[src/rtl/next_pc_unit_pkg.sv]
// Shared types and constants for the fetch-path next-PC selection logic.
// The PC width here is the same default that the pc register uses.
package next_pc_unit_pkg;

  localparam int PC_WIDTH             = 14;
  localparam int BTB_ENTRIES_DEFAULT  = 16;
  localparam int BTB_IDX_BITS_DEFAULT = $clog2(BTB_ENTRIES_DEFAULT);

  // Two-bit saturating counter states; bit 1 alone gives the taken prediction.
  localparam logic [1:0] CTR_SNT   = 2'b00;
  localparam logic [1:0] CTR_WNT   = 2'b01;
  localparam logic [1:0] CTR_WT    = 2'b10;
  localparam logic [1:0] CTR_ST    = 2'b11;
  localparam logic [1:0] CTR_ALLOC = CTR_WT;

  typedef struct packed {
    logic                                     valid;
    logic [PC_WIDTH-BTB_IDX_BITS_DEFAULT-1:0] tag;
    logic [PC_WIDTH-1:0]                      target;
    logic [1:0]                               ctr;
  } btb_entry_t;

  function automatic logic [1:0] ctr_inc(input logic [1:0] ctr);
    return (ctr == CTR_ST) ? CTR_ST : ctr + 2'd1;
  endfunction

  function automatic logic [1:0] ctr_dec(input logic [1:0] ctr);
    return (ctr == CTR_SNT) ? CTR_SNT : ctr - 2'd1;
  endfunction

endpackage

[src/rtl/next_pc_unit_btb_table.sv]
// Direct-mapped branch target buffer: async lookup port, one training port,
// and a one-cycle valid-bit clear on reset.
module btb_table
  import next_pc_unit_pkg::*;
#(
  parameter int WIDTH       = PC_WIDTH,
  parameter int BTB_ENTRIES = BTB_ENTRIES_DEFAULT
) (
  input  logic             i_clk,
  input  logic             i_rst,
  input  logic [WIDTH-1:0] rd_pc,
  output logic             rd_hit,
  output logic             rd_taken,
  output logic [WIDTH-1:0] rd_target,
  input  logic             upd_valid,
  input  logic [WIDTH-1:0] upd_pc,
  input  logic             upd_taken,
  input  logic [WIDTH-1:0] upd_target
);

  localparam int IDX_BITS = $clog2(BTB_ENTRIES);
  localparam int TAG_BITS = WIDTH - IDX_BITS;

  // Same field layout as btb_entry_t, sized for this instance's parameters.
  typedef struct packed {
    logic                valid;
    logic [TAG_BITS-1:0] tag;
    logic [WIDTH-1:0]    target;
    logic [1:0]          ctr;
  } entry_t;

  entry_t mem [BTB_ENTRIES];

  logic [IDX_BITS-1:0] rd_idx;
  logic [TAG_BITS-1:0] rd_tag;
  entry_t              rd_entry;

  logic [IDX_BITS-1:0] upd_idx;
  logic [TAG_BITS-1:0] upd_tag;
  entry_t              upd_entry;
  logic                upd_hit;
  logic                wr_en;
  entry_t              wr_entry;

  assign rd_idx   = rd_pc[IDX_BITS-1:0];
  assign rd_tag   = rd_pc[WIDTH-1:IDX_BITS];
  assign rd_entry = mem[rd_idx];

  assign rd_hit    = rd_entry.valid && (rd_entry.tag == rd_tag);
  assign rd_taken  = rd_hit && rd_entry.ctr[1];
  assign rd_target = rd_hit ? rd_entry.target : '0;

  assign upd_idx   = upd_pc[IDX_BITS-1:0];
  assign upd_tag   = upd_pc[WIDTH-1:IDX_BITS];
  assign upd_entry = mem[upd_idx];
  assign upd_hit   = upd_entry.valid && (upd_entry.tag == upd_tag);

  // Resolved branches train hits in place; a taken miss evicts whatever
  // shares its index, while a not-taken miss is not worth a slot.
  always_comb begin
    wr_en    = 1'b0;
    wr_entry = upd_entry;
    if (upd_valid) begin
      if (upd_hit) begin
        wr_en = 1'b1;
        if (upd_taken) begin
          wr_entry.ctr    = ctr_inc(upd_entry.ctr);
          wr_entry.target = upd_target;
        end else begin
          wr_entry.ctr = ctr_dec(upd_entry.ctr);
        end
      end else if (upd_taken) begin
        wr_en           = 1'b1;
        wr_entry.valid  = 1'b1;
        wr_entry.tag    = upd_tag;
        wr_entry.target = upd_target;
        wr_entry.ctr    = CTR_ALLOC;
      end
    end
  end

  always_ff @(posedge i_clk) begin
    if (i_rst) begin
      for (int i = 0; i < BTB_ENTRIES; i++) begin
        mem[i].valid <= 1'b0;
      end
    end else if (wr_en) begin
      mem[upd_idx] <= wr_entry;
    end
  end

endmodule

[src/rtl/next_pc_unit.sv]
// Next-PC select for the fetch path: redirect > stall > BTB prediction > PC+1.
// Output feeds the pc register input directly, with no added latency.
module next_pc_unit
  import next_pc_unit_pkg::*;
#(
  parameter int WIDTH       = PC_WIDTH,
  parameter int BTB_ENTRIES = BTB_ENTRIES_DEFAULT
) (
  input  logic             i_clk,
  input  logic             i_rst,
  input  logic [WIDTH-1:0] i_pc,
  input  logic             i_stall,
  input  logic             i_redirect_valid,
  input  logic [WIDTH-1:0] i_redirect_pc,
  input  logic             i_upd_valid,
  input  logic [WIDTH-1:0] i_upd_pc,
  input  logic             i_upd_taken,
  input  logic [WIDTH-1:0] i_upd_target,
  output logic [WIDTH-1:0] o_next_pc,
  output logic             o_pred_taken,
  output logic [WIDTH-1:0] o_pred_target
);

  logic             btb_hit;
  logic             btb_taken;
  logic [WIDTH-1:0] btb_target;
  logic [WIDTH-1:0] seq_pc;
  logic [WIDTH-1:0] next_pc;
  logic             pred_taken;

  btb_table #(
    .WIDTH       (WIDTH),
    .BTB_ENTRIES (BTB_ENTRIES)
  ) u_btb (
    .i_clk      (i_clk),
    .i_rst      (i_rst),
    .rd_pc      (i_pc),
    .rd_hit     (btb_hit),
    .rd_taken   (btb_taken),
    .rd_target  (btb_target),
    .upd_valid  (i_upd_valid),
    .upd_pc     (i_upd_pc),
    .upd_taken  (i_upd_taken),
    .upd_target (i_upd_target)
  );

  assign seq_pc = i_pc + WIDTH'(1);

  // A prediction is only reported when it actually steers fetch, so EX never
  // sees a taken prediction for a cycle that was squashed or held.
  always_comb begin
    next_pc    = seq_pc;
    pred_taken = 1'b0;
    if (i_rst) begin
      next_pc = '0;
    end else if (i_redirect_valid) begin
      next_pc = i_redirect_pc;
    end else if (i_stall) begin
      next_pc = i_pc;
    end else if (btb_taken) begin
      next_pc    = btb_target;
      pred_taken = 1'b1;
    end
  end

  assign o_next_pc     = next_pc;
  assign o_pred_taken  = pred_taken;
  assign o_pred_target = btb_hit ? btb_target : '0;

endmodule

[config.mk]
export PLATFORM = sky130hd
export DESIGN_NAME = next_pc_unit
export DESIGN_NICKNAME = d
export VERILOG_FILES = /design/src/rtl/next_pc_unit_pkg.sv /design/src/rtl/next_pc_unit_btb_table.sv /design/src/rtl/next_pc_unit.sv
export SDC_FILE = /design/constraint.sdc
export NUM_CORES = 1
export LEC_CHECK = 0
export BUFFER_PORTS_ARGS = -buffer_cell sky130_fd_sc_hd__buf_2
export CAP_MARGIN = 30
export CORE_ASPECT_RATIO = 1.25
export CORE_UTILIZATION = 55
export CTS_CLUSTER_SIZE = 25
export DETAILED_ROUTE_END_ITERATION = 7
export PLACE_DENSITY = 0.72
export SLEW_MARGIN = 10
export SYNTH_ARGS = -nofsm -noshare
export SYNTH_HDL_FRONTEND = slang
export SYNTH_SLANG_ARGS = --single-unit
[constraint.sdc]
create_clock -name i_clk -period 12.17 [get_ports i_clk]
set_input_delay 1.217 -clock i_clk [delete_from_list [all_inputs] [get_ports i_clk]]
set_output_delay 1.217 -clock i_clk [all_outputs]
set_load 0.02 [all_outputs]
### Word-level counts from Yosys, hierarchy flattened

Memories as Yosys holds them, arrays and structs flattened.
Cells that the tools add are included.

| word-level totals | value |
|---|---|
| register bits after elaboration | 0 |
| memory bits (writable) | 432 |
| memories kept | 1 |
| output and inout bits | 29 |

Memory list:

| memory | depth | width | rd ports | clocked after Yosys merged registers in | wr ports | line | RTL |
|---|---|---|---|---|---|---|---|
| u_btb.mem | 16 | 27 | 2 | 0 | 16 | next_pc_unit_btb_table.sv:32 | `entry_t mem [BTB_ENTRIES];` |

| cells by class | value |
|---|---|
| reductions and logical operators | 5 |
| equality and inequality tests | 3 |
| multiplexer cells | 29 |
| add/subtract/negate cells | 3 |

Operator list:

| operator | count |
|---|---|
| 14-bit two-way mux | 7 |
| 27-bit two-way mux | 3 |
| 27-bit OR reduction | 1 |
| 10-bit == test | 2 |
| 16-bit two-way mux | 1 |
| 14-bit by 1-bit adder with 14-bit output (second input constant) | 1 |
| 1-bit two-way mux | 12 |
| 11-bit two-way mux | 1 |
| 2-bit two-way mux | 4 |
| 4-bit two-way mux | 1 |
| 1-bit logical AND | 3 |
| 2-bit by 1-bit adder with 2-bit output (second input constant) | 1 |
| 2-bit == test (second input constant) | 1 |
| 2-bit zero test | 1 |
| 2-bit by 1-bit subtractor with 2-bit output (second input constant) | 1 |

### Longest topological paths before layout

Gate-level depths: netlist of the first run.
An unclocked memory read counts as a cell.

| logic depth | value |
|---|---|
| depth after elaboration | 10 |
| mapped depth | 14 |
| gate-level depth less buffers | 8 |

### Hierarchy

Synthesis of the first run repeated with hierarchy kept, for this count alone.

| second synthesis, totals | value |
|---|---|
| cell total of the unflattened synthesis | 1152 |
| area total of the unflattened synthesis | 21554.4 µm² |

Modules (own cells, without submodules):

| module | sequential area each (µm²) | instances | area an instance (µm²) | cells an instance |
|---|---|---|---|---|
| btb_table | 12972.4 | 1 | 20741.1 | 1029 |
| next_pc_unit | 0.0 | 1 | 813.3 | 123 |

### Worst setup path after synthesis of the first run

OpenSTA, ideal clock, no wires.

| timing | value |
|---|---|
| path type | input-to-reg |
| start point | in i_upd_pc[0] |
| end point | mem u_btb.mem[8][26] (netlist bit), enable pin |
| slack | 5.287 ns |
| required time | 11.868 ns |
| path buffers | 3 |
| setup time | 0.302 ns |
| data arrival time | 6.581 ns |
| stages on the path | 10 |
| path through | buf_2 -> buf_2 -> mux4_2 -> mux4_2 -> xnor2_1 -> nand4_1 -> o31a_1 -> clkbuf_1 -> nor4_1 -> or2_2 |

RTL lines:

| what | line | RTL |
|---|---|---|
| start, declared | next_pc_unit.sv:16 | `input logic [WIDTH-1:0] i_upd_pc,` |
| end, declared | next_pc_unit_btb_table.sv:32 |  |

### Worst setup path in the final report of the first run

| timing | value |
|---|---|
| start point | in i_pc[1] |
| end point | out o_next_pc[9] |

| between the ends | value |
|---|---|
| word-level cells in the longest chain between the ends | 8 |

RTL lines:

| what | line | RTL |
|---|---|---|
| start, declared | next_pc_unit.sv:11 | `input logic [WIDTH-1:0] i_pc,` |
| memory read 16 x 27 bit | n/a |  |
| 10-bit == test | next_pc_unit_btb_table.sv:49 | `assign rd_hit = rd_entry.valid && (rd_entry.tag == rd_tag);` |
| 1-bit logical AND | next_pc_unit_btb_table.sv:49 |  |
| 14-bit two-way mux or 1-bit logical AND (tied branches) | next_pc_unit_btb_table.sv:51, next_pc_unit_btb_table.sv:50 |  |
| 14-bit two-way mux (*) | next_pc_unit.sv:60 | `end else if (btb_taken) begin` |
| 14-bit two-way mux (*) | next_pc_unit.sv:58 | `end else if (i_stall) begin` |
| 14-bit two-way mux (*) | next_pc_unit.sv:56 | `end else if (i_redirect_valid) begin` |
| 14-bit two-way mux (*) | next_pc_unit.sv:54 | `if (i_rst) begin` |
| end, declared | next_pc_unit.sv:19 | `output logic [WIDTH-1:0] o_next_pc,` |

Every way passes the cells marked *; elsewhere a longest branch is shown, timed or not.

==> results of run 1 <==
==> Yosys cell counts (12+ instances only) <==
master and n:
sky130_fd_sc_hd__xnor2_1 19, sky130_fd_sc_hd__o22ai_1 12, sky130_fd_sc_hd__mux2i_1 59, sky130_fd_sc_hd__o21ai_0 16
sky130_fd_sc_hd__mux4_2 217, sky130_fd_sc_hd__a21oi_1 23, sky130_fd_sc_hd__buf_2 26, sky130_fd_sc_hd__and2_1 17
sky130_fd_sc_hd__nand2_1 30, sky130_fd_sc_hd__clkbuf_1 54, sky130_fd_sc_hd__nor4_1 12, sky130_fd_sc_hd__nor2_1 35
sky130_fd_sc_hd__nor3_1 16, sky130_fd_sc_hd__mux2_2 28, sky130_fd_sc_hd__o221ai_1 12, sky130_fd_sc_hd__edfxtp_1 432
==> layer usage <==
layer  share of wire  GRT usage  up-vias
met3           0.091     0.0529      106
met2            0.50      0.481      711
met5               0          0        -
met4           0.030      0.104        0
met1            0.38      0.416     6545
li1                -          -     5143
==> logic make-up (layout without fill, tap and decap cells) <==
family	after synthesis	after routing	synth area share
AOI/OAI and AO/OA	121	121	0.0390
xor gates and xnor gates	27	27	0.0111
adders and majority gates	2	2	0.00105
buffers and inverters	105	216	0.0223
DFF	432	432	0.607
muxes	308	308	0.276
other	0	1	0
and+or+nand+nor	172	172	0.0429
==> area by class of cell <==
type / count / area, µm²
fill: 2715 / 14300
sequential: 432 / 13000
multi-input combinational: 630 / 8020
clock buffer: 51 / 1150
timing repair buffer: 127 / 868
tap: 492 / 616
clock inverter: 29 / 245
inverter: 9 / 33.8
antenna: 1 / 2.50
==> worst reg2reg max path, cell delays in order, from the launching register on <==
cell                       delay, ps
sky130_fd_sc_hd__edfxtp_1        450
sky130_fd_sc_hd__mux4_2          510
sky130_fd_sc_hd__mux4_2          490
sky130_fd_sc_hd__xnor2_1         150
sky130_fd_sc_hd__nand4_1         280
sky130_fd_sc_hd__o31a_1          630
sky130_fd_sc_hd__or4_1           800
sky130_fd_sc_hd__nor2_4          560
sky130_fd_sc_hd__buf_4           440
==> metrics by stage <==
| step | cells | hold WS, ps |
|---|---|---|
| after global routing | 1770 | 1190 |
| after global placement | 1683 | 1210 |
| after CTS | 1766 | 1170 |
| after detailed placement | 1686 | 1230 |
| after floorplan | 1167 | 1120 |
| final | 1771 | 1190 |
==> path summary, 6_finish.rpt <==
kind                         start                to  slack, ps  cells past startpoint
setup reg to reg  u_btb.mem[3][22]   u_btb.mem[3][0]       7510                      8
hold / removal     i_upd_target[7]  u_btb.mem[11][9]       1190                      2
hold reg to reg   u_btb.mem[10][2]   u_btb.mem[0][2]       1250                      3
setup / recovery           i_pc[1]      o_next_pc[9]       4950                     11
==> power by group through the flow <==
stage	Clock, mW	Sequential, mW	Combinational, mW
6_report	1.33	1.68	0.335
5_1_grt	1.39	1.68	0.355
4_1_cts	1.34	1.68	0.332
3_5_place_dp	0	1.71	0.331
3_3_place_gp	0	1.71	0.324
2_1_floorplan	0	1.71	0.228
==> impl_metrics.ini, run 1 <==
[floorplanning]
die_area_um2 = 39600
ioPinCount = 91
initial_utilization = 0.558
coreArea_um2 = 38200
die_width_um = 178
die_y_um = 222
rows = 80

[detailed_routing]
post_route_ant_nets = 0
drt_pre_antenna_iters = 5
routed_wire_length_per_instance_um = 32.6
viasPerCell = 7.06
finalWirelength_um = 57700
detail_route.iter0.violations = 1570
remaining_drc_errors = 0
dr_total_vias = 12500

[cells_and_area]
largest_registers = u_btb.mem x432
layout.cells.most_common_list = sky130_fd_sc_hd__edfxtp_1, sky130_fd_sc_hd__mux4_2, sky130_fd_sc_hd__buf_2
drive_above_1_share = 0.361
synthToLayoutAreaGrowth_pct = 12.0
number_of_nets_in_the_layout = 1307
largest_register = u_btb.mem
fin_util = 0.625
final_area_um2 = 23900
layout.cells.most_common = sky130_fd_sc_hd__edfxtp_1
largest_register_ff_count = 432

[pwr]
comb_power_share = 0.100
seq_power_share = 0.502
power.share.switching = 0.231
power.static_leakage_nw = 7.75
post-layout-total-power_mw = 3.35
power.switching_mw = 0.774
ir_drop_uv = 115
power-per-cell-area_nw_per_um2 = 140
clock_network_fraction_of_total_power = 0.397
p_int_mw = 2.57

[critical_path]
critical_path.max_stage_delay_ps = 840
crit_family = buffers and inverters
crit_path_end_kind = output port
cp_num_buf_inv = 3
cp_data_required_time_ps = 10950
crit_path_top_delay_cell = sky130_fd_sc_hd__buf_4
setup.worst_path.class = in2out
worstSetupStartpointType = input port
critPathMaxFanout = 56
cp_cell_sequence = buf_4 -> buf_4 -> mux4_1 -> a22o_1 -> a221oi_1 -> xor2_1 -> nand4_1 -> or4_1 -> or4_1 -> a311oi_1 -> buf_2
arrival_ps = 6000

[yosys]
synth-warning-count = 0
synth-edff-count = 432
ys_ff_latch = 432
synth.area.top_cells = sky130_fd_sc_hd__edfxtp_1, sky130_fd_sc_hd__mux4_2, sky130_fd_sc_hd__mux2i_1
synth_flop_cell = sky130_fd_sc_hd__edfxtp_1
syn_area_um2 = 21400
synthDistinctLibCells = 58
netlist.area_leader.share = 0.607
synth_area_leader_cell = sky130_fd_sc_hd__edfxtp_1
synthesis.area_per_instance_um2 = 18.3
seq_area_frac_synth = 0.607
netlist_instances = 1167
async_reset_ff_frac = 0
syn_nets = 1230

[timing]
clock-skew-final_ps = 38.1
timing.fmax_mhz = 139
tightestPinTransition_ps = 930
tns_ps = 0
slew_headroom = 0.380
timing.final.crit_share = 0.593
drv_slew = 0
unrepaired_setup_endpoints_after_global_routing = false
finalSetupViolations = 0
timing_hold_violations_final = 0
timing.final.crit_period_ps = 7220
finalWorstSetupSlack_ps = 4950

[clock_tree]
cts_made_buffers = 44
clock_tree_from_tritoncts = built
ctsRootBufferMaster = sky130_fd_sc_hd__clkbuf_16
clkSinkCount = 432
cts_repair_resize_count = 0
worst_skew_pair.late_latency_ps = 580
post_cts_buffers = 0
clk_transition_reported_paths_ps = 60
max-clock-path-buffers = 3
cts_max_level = 2
holdBufCountCts = 0

[place]
pre_cts_ws_ps = 4980
routability_congestion = 0.895
post-dp-hpwl_um = 35100
port_buffers = 90
detailed_place.area_um2 = 22400

[global_route]
grt_antenna_before_repair = 1
overflow = 0
first_global_vias = 12600
track_usage = 0.300
global_route_wire_length_before_repair_um = 84000
maximum_number_of_pins_on_one_net_before_global_route_repair = 82

[status]
status = finished, final reports clean

[min_path]
hp-class = in2reg

[flow_run]
drv.max_cap_violation_count = 0
No activity file was read; power rests on OpenSTA's default activity.
==> run 2, diff against run 1 <==
--- a/config.mk
+++ b/config.mk
@@ -11,7 +11,7 @@
 export CORE_UTILIZATION = 55
 export CTS_CLUSTER_SIZE = 25
 export DETAILED_ROUTE_END_ITERATION = 7
-export PLACE_DENSITY = 0.72
+export PLACE_DENSITY = 0.75
 export SLEW_MARGIN = 10
 export SYNTH_ARGS = -nofsm -noshare
 export SYNTH_HDL_FRONTEND = slang
==> constraint.sdc (replaced) <==
create_clock -name i_clk -period 6.35 [get_ports i_clk]
set_input_delay 0.635 -clock i_clk [delete_from_list [all_inputs] [get_ports i_clk]]
set_output_delay 0.635 -clock i_clk [all_outputs]
set_load 0.02 [all_outputs]
==> run 2 against run 1 <==
  * Flip-flop and latch count stayed put
  * Clock power is 85% higher
  * Critical path type unchanged
  * Via count is 3.3% higher
  * Sequential share of layout area hardly changed
  * Highest routed layer is now met5
  * Critical endpoint unchanged
==> impl_metrics.ini, run 2 (same netlist as run 1, synthesis figures left out) <==
[cells_and_area]
final_area_um2 = 23900
drive_above_1_share = 0.374
largest_register_ff_count = 432
layout.cells.most_common = sky130_fd_sc_hd__edfxtp_1
number_of_nets_in_the_layout = 1325
largest_register = u_btb.mem
synthToLayoutAreaGrowth_pct = 12.0
largest_registers = u_btb.mem x432
layout.cells.most_common_list = sky130_fd_sc_hd__edfxtp_1, sky130_fd_sc_hd__mux4_2, sky130_fd_sc_hd__buf_2
finalNonFillerCells = 1786
fill_cells = 2660
fin_util = 0.626

[timing]
timing.final.crit_period_ps = 5440
clock-skew-final_ps = 29.9
unrepaired_setup_endpoints_after_global_routing = false
timing_hold_violations_final = 0
timing.final.crit_share = 0.857
tns_ps = 0
timing.fmax_mhz = 184
tightestPinTransition_ps = 915
finalSetupViolations = 0
drv_slew = 0
finalWorstSetupSlack_ps = 910
slew_headroom = 0.390

[detailed_routing]
finalWirelength_um = 57800
detail_route.iter0.violations = 1729
drt_pre_antenna_iters = 8
post_route_ant_nets = 0
dr_total_vias = 12900
routed_wire_length_per_instance_um = 32.4
viasPerCell = 7.23
remaining_drc_errors = 0

[place]
detailed_place.area_um2 = 22600
pre_cts_ws_ps = 933
numPlacedInstances = 1709
post-dp-hpwl_um = 37000
routability_congestion = 0.904
port_buffers = 90

[flow_run]
drv.max_cap_violation_count = 0

[critical_path]
crit_path_end_kind = output port
setup.worst_path.class = in2out
arrival_ps = 4800
critPathMaxFanout = 40
cp_data_required_time_ps = 5710
worstSetupStartpointType = input port

[floorplanning]
die_y_um = 222
die_width_um = 178
coreArea_um2 = 38200
initial_utilization = 0.558
ioPinCount = 91
rows = 80
die_area_um2 = 39600

[global_route]
met1_track_demand_over_resource_in_global_routing = 0.414
grt.met3_usage = 0.0688
overflow = 0
track_usage = 0.302
grt_antenna_before_repair = 3
use_met2 = 0.473
maximum_number_of_pins_on_one_net_before_global_route_repair = 56
first_global_vias = 13000
grt-busiest-layer = met2
global_route_wire_length_before_repair_um = 84800

[clock_tree]
clkSinkCount = 432
cts_repair_resize_count = 0
cts_max_level = 2
cts_made_buffers = 41
max-clock-path-buffers = 3
ctsRootBufferMaster = sky130_fd_sc_hd__clkbuf_16
holdBufCountCts = 0
clk_transition_reported_paths_ps = 60
post_cts_buffers = 0
worst_skew_pair.late_latency_ps = 560
clock_tree_from_tritoncts = built

[pwr]
power.static_leakage_nw = 7.79
power-per-cell-area_nw_per_um2 = 265
ir_drop_uv = 252

[status]
status = finished, final reports clean

[min_path]
hp-class = in2reg
-- run 2: changes by cell type in the layout (fill, tap and decap cells not counted), sizes merged --
cell,delta
clkinvlp,+3
clkinv,-3
buf,+21
clkbuf,-4
inv,-2
-- run 2: path summary, 6_finish.rpt --
kind,start,endpoint,slack [ps],cells after the start
worst min register to register,u_btb.mem[10][11],u_btb.mem[6][11],1260,3
worst min-delay path,i_upd_target[9],u_btb.mem[6][11],620,2
worst max register to register,u_btb.mem[14][20],u_btb.mem[14][23],1890,8
worst max-delay path,i_pc[1],o_next_pc[9],910,10
-- run 2: critical path, stage by stage --
cell and delay, ps:
sky130_fd_sc_hd__buf_4 490, sky130_fd_sc_hd__buf_4 520, sky130_fd_sc_hd__mux4_2 380, sky130_fd_sc_hd__a221oi_1 430
sky130_fd_sc_hd__xor2_1 190, sky130_fd_sc_hd__nand4_1 210, sky130_fd_sc_hd__or4_1 660, sky130_fd_sc_hd__or4_1 530
sky130_fd_sc_hd__a311oi_1 470, sky130_fd_sc_hd__buf_2 250
-- run 2: stage by stage --
| step | total power [mW] | hold slack, ps |
|---|---|---|
| 6_report | 6.33 | 616 |
| 5_1_grt | 6.48 | 643 |
| 4_1_cts | 6.34 | 613 |
| 3_5_place_dp | 3.92 | 1190 |
| 3_3_place_gp | 3.91 | 1160 |
| 2_1_floorplan | 3.72 | 838 |
-- run 2: cell type report --
| cell class | count | area (µm²) | share of cell area |
|---|---|---|---|
| antenna | 1 | 2.50 | 0.000105 |
| clock buffer | 47 | 1090 | 0.0456 |
| clock inverter | 27 | 245 | 0.0103 |
| inverter | 9 | 33.8 | 0.00141 |
| multi-input combinational | 630 | 8020 | 0.335 |
| sequential | 432 | 13000 | 0.542 |
| tap | 492 | 616 | 0.0257 |
| timing repair buffer | 148 | 941 | 0.0393 |
-- run 2: routing by layer --
| metal | up-vias | wire, µm |
|---|---|---|
| li1 | 5170 | - |
| met1 | 6634 | 21200 |
| met2 | 946 | 27900 |
| met3 | 165 | 6310 |
| met4 | 2 | 2410 |
| met5 | - | 13 |
-- run 2: power breakdown --
part           switching, mW  internal [mW]
clock network           1.06           1.40
registers            0.00812           3.21
logic                  0.393          0.259
total                   1.46           4.87
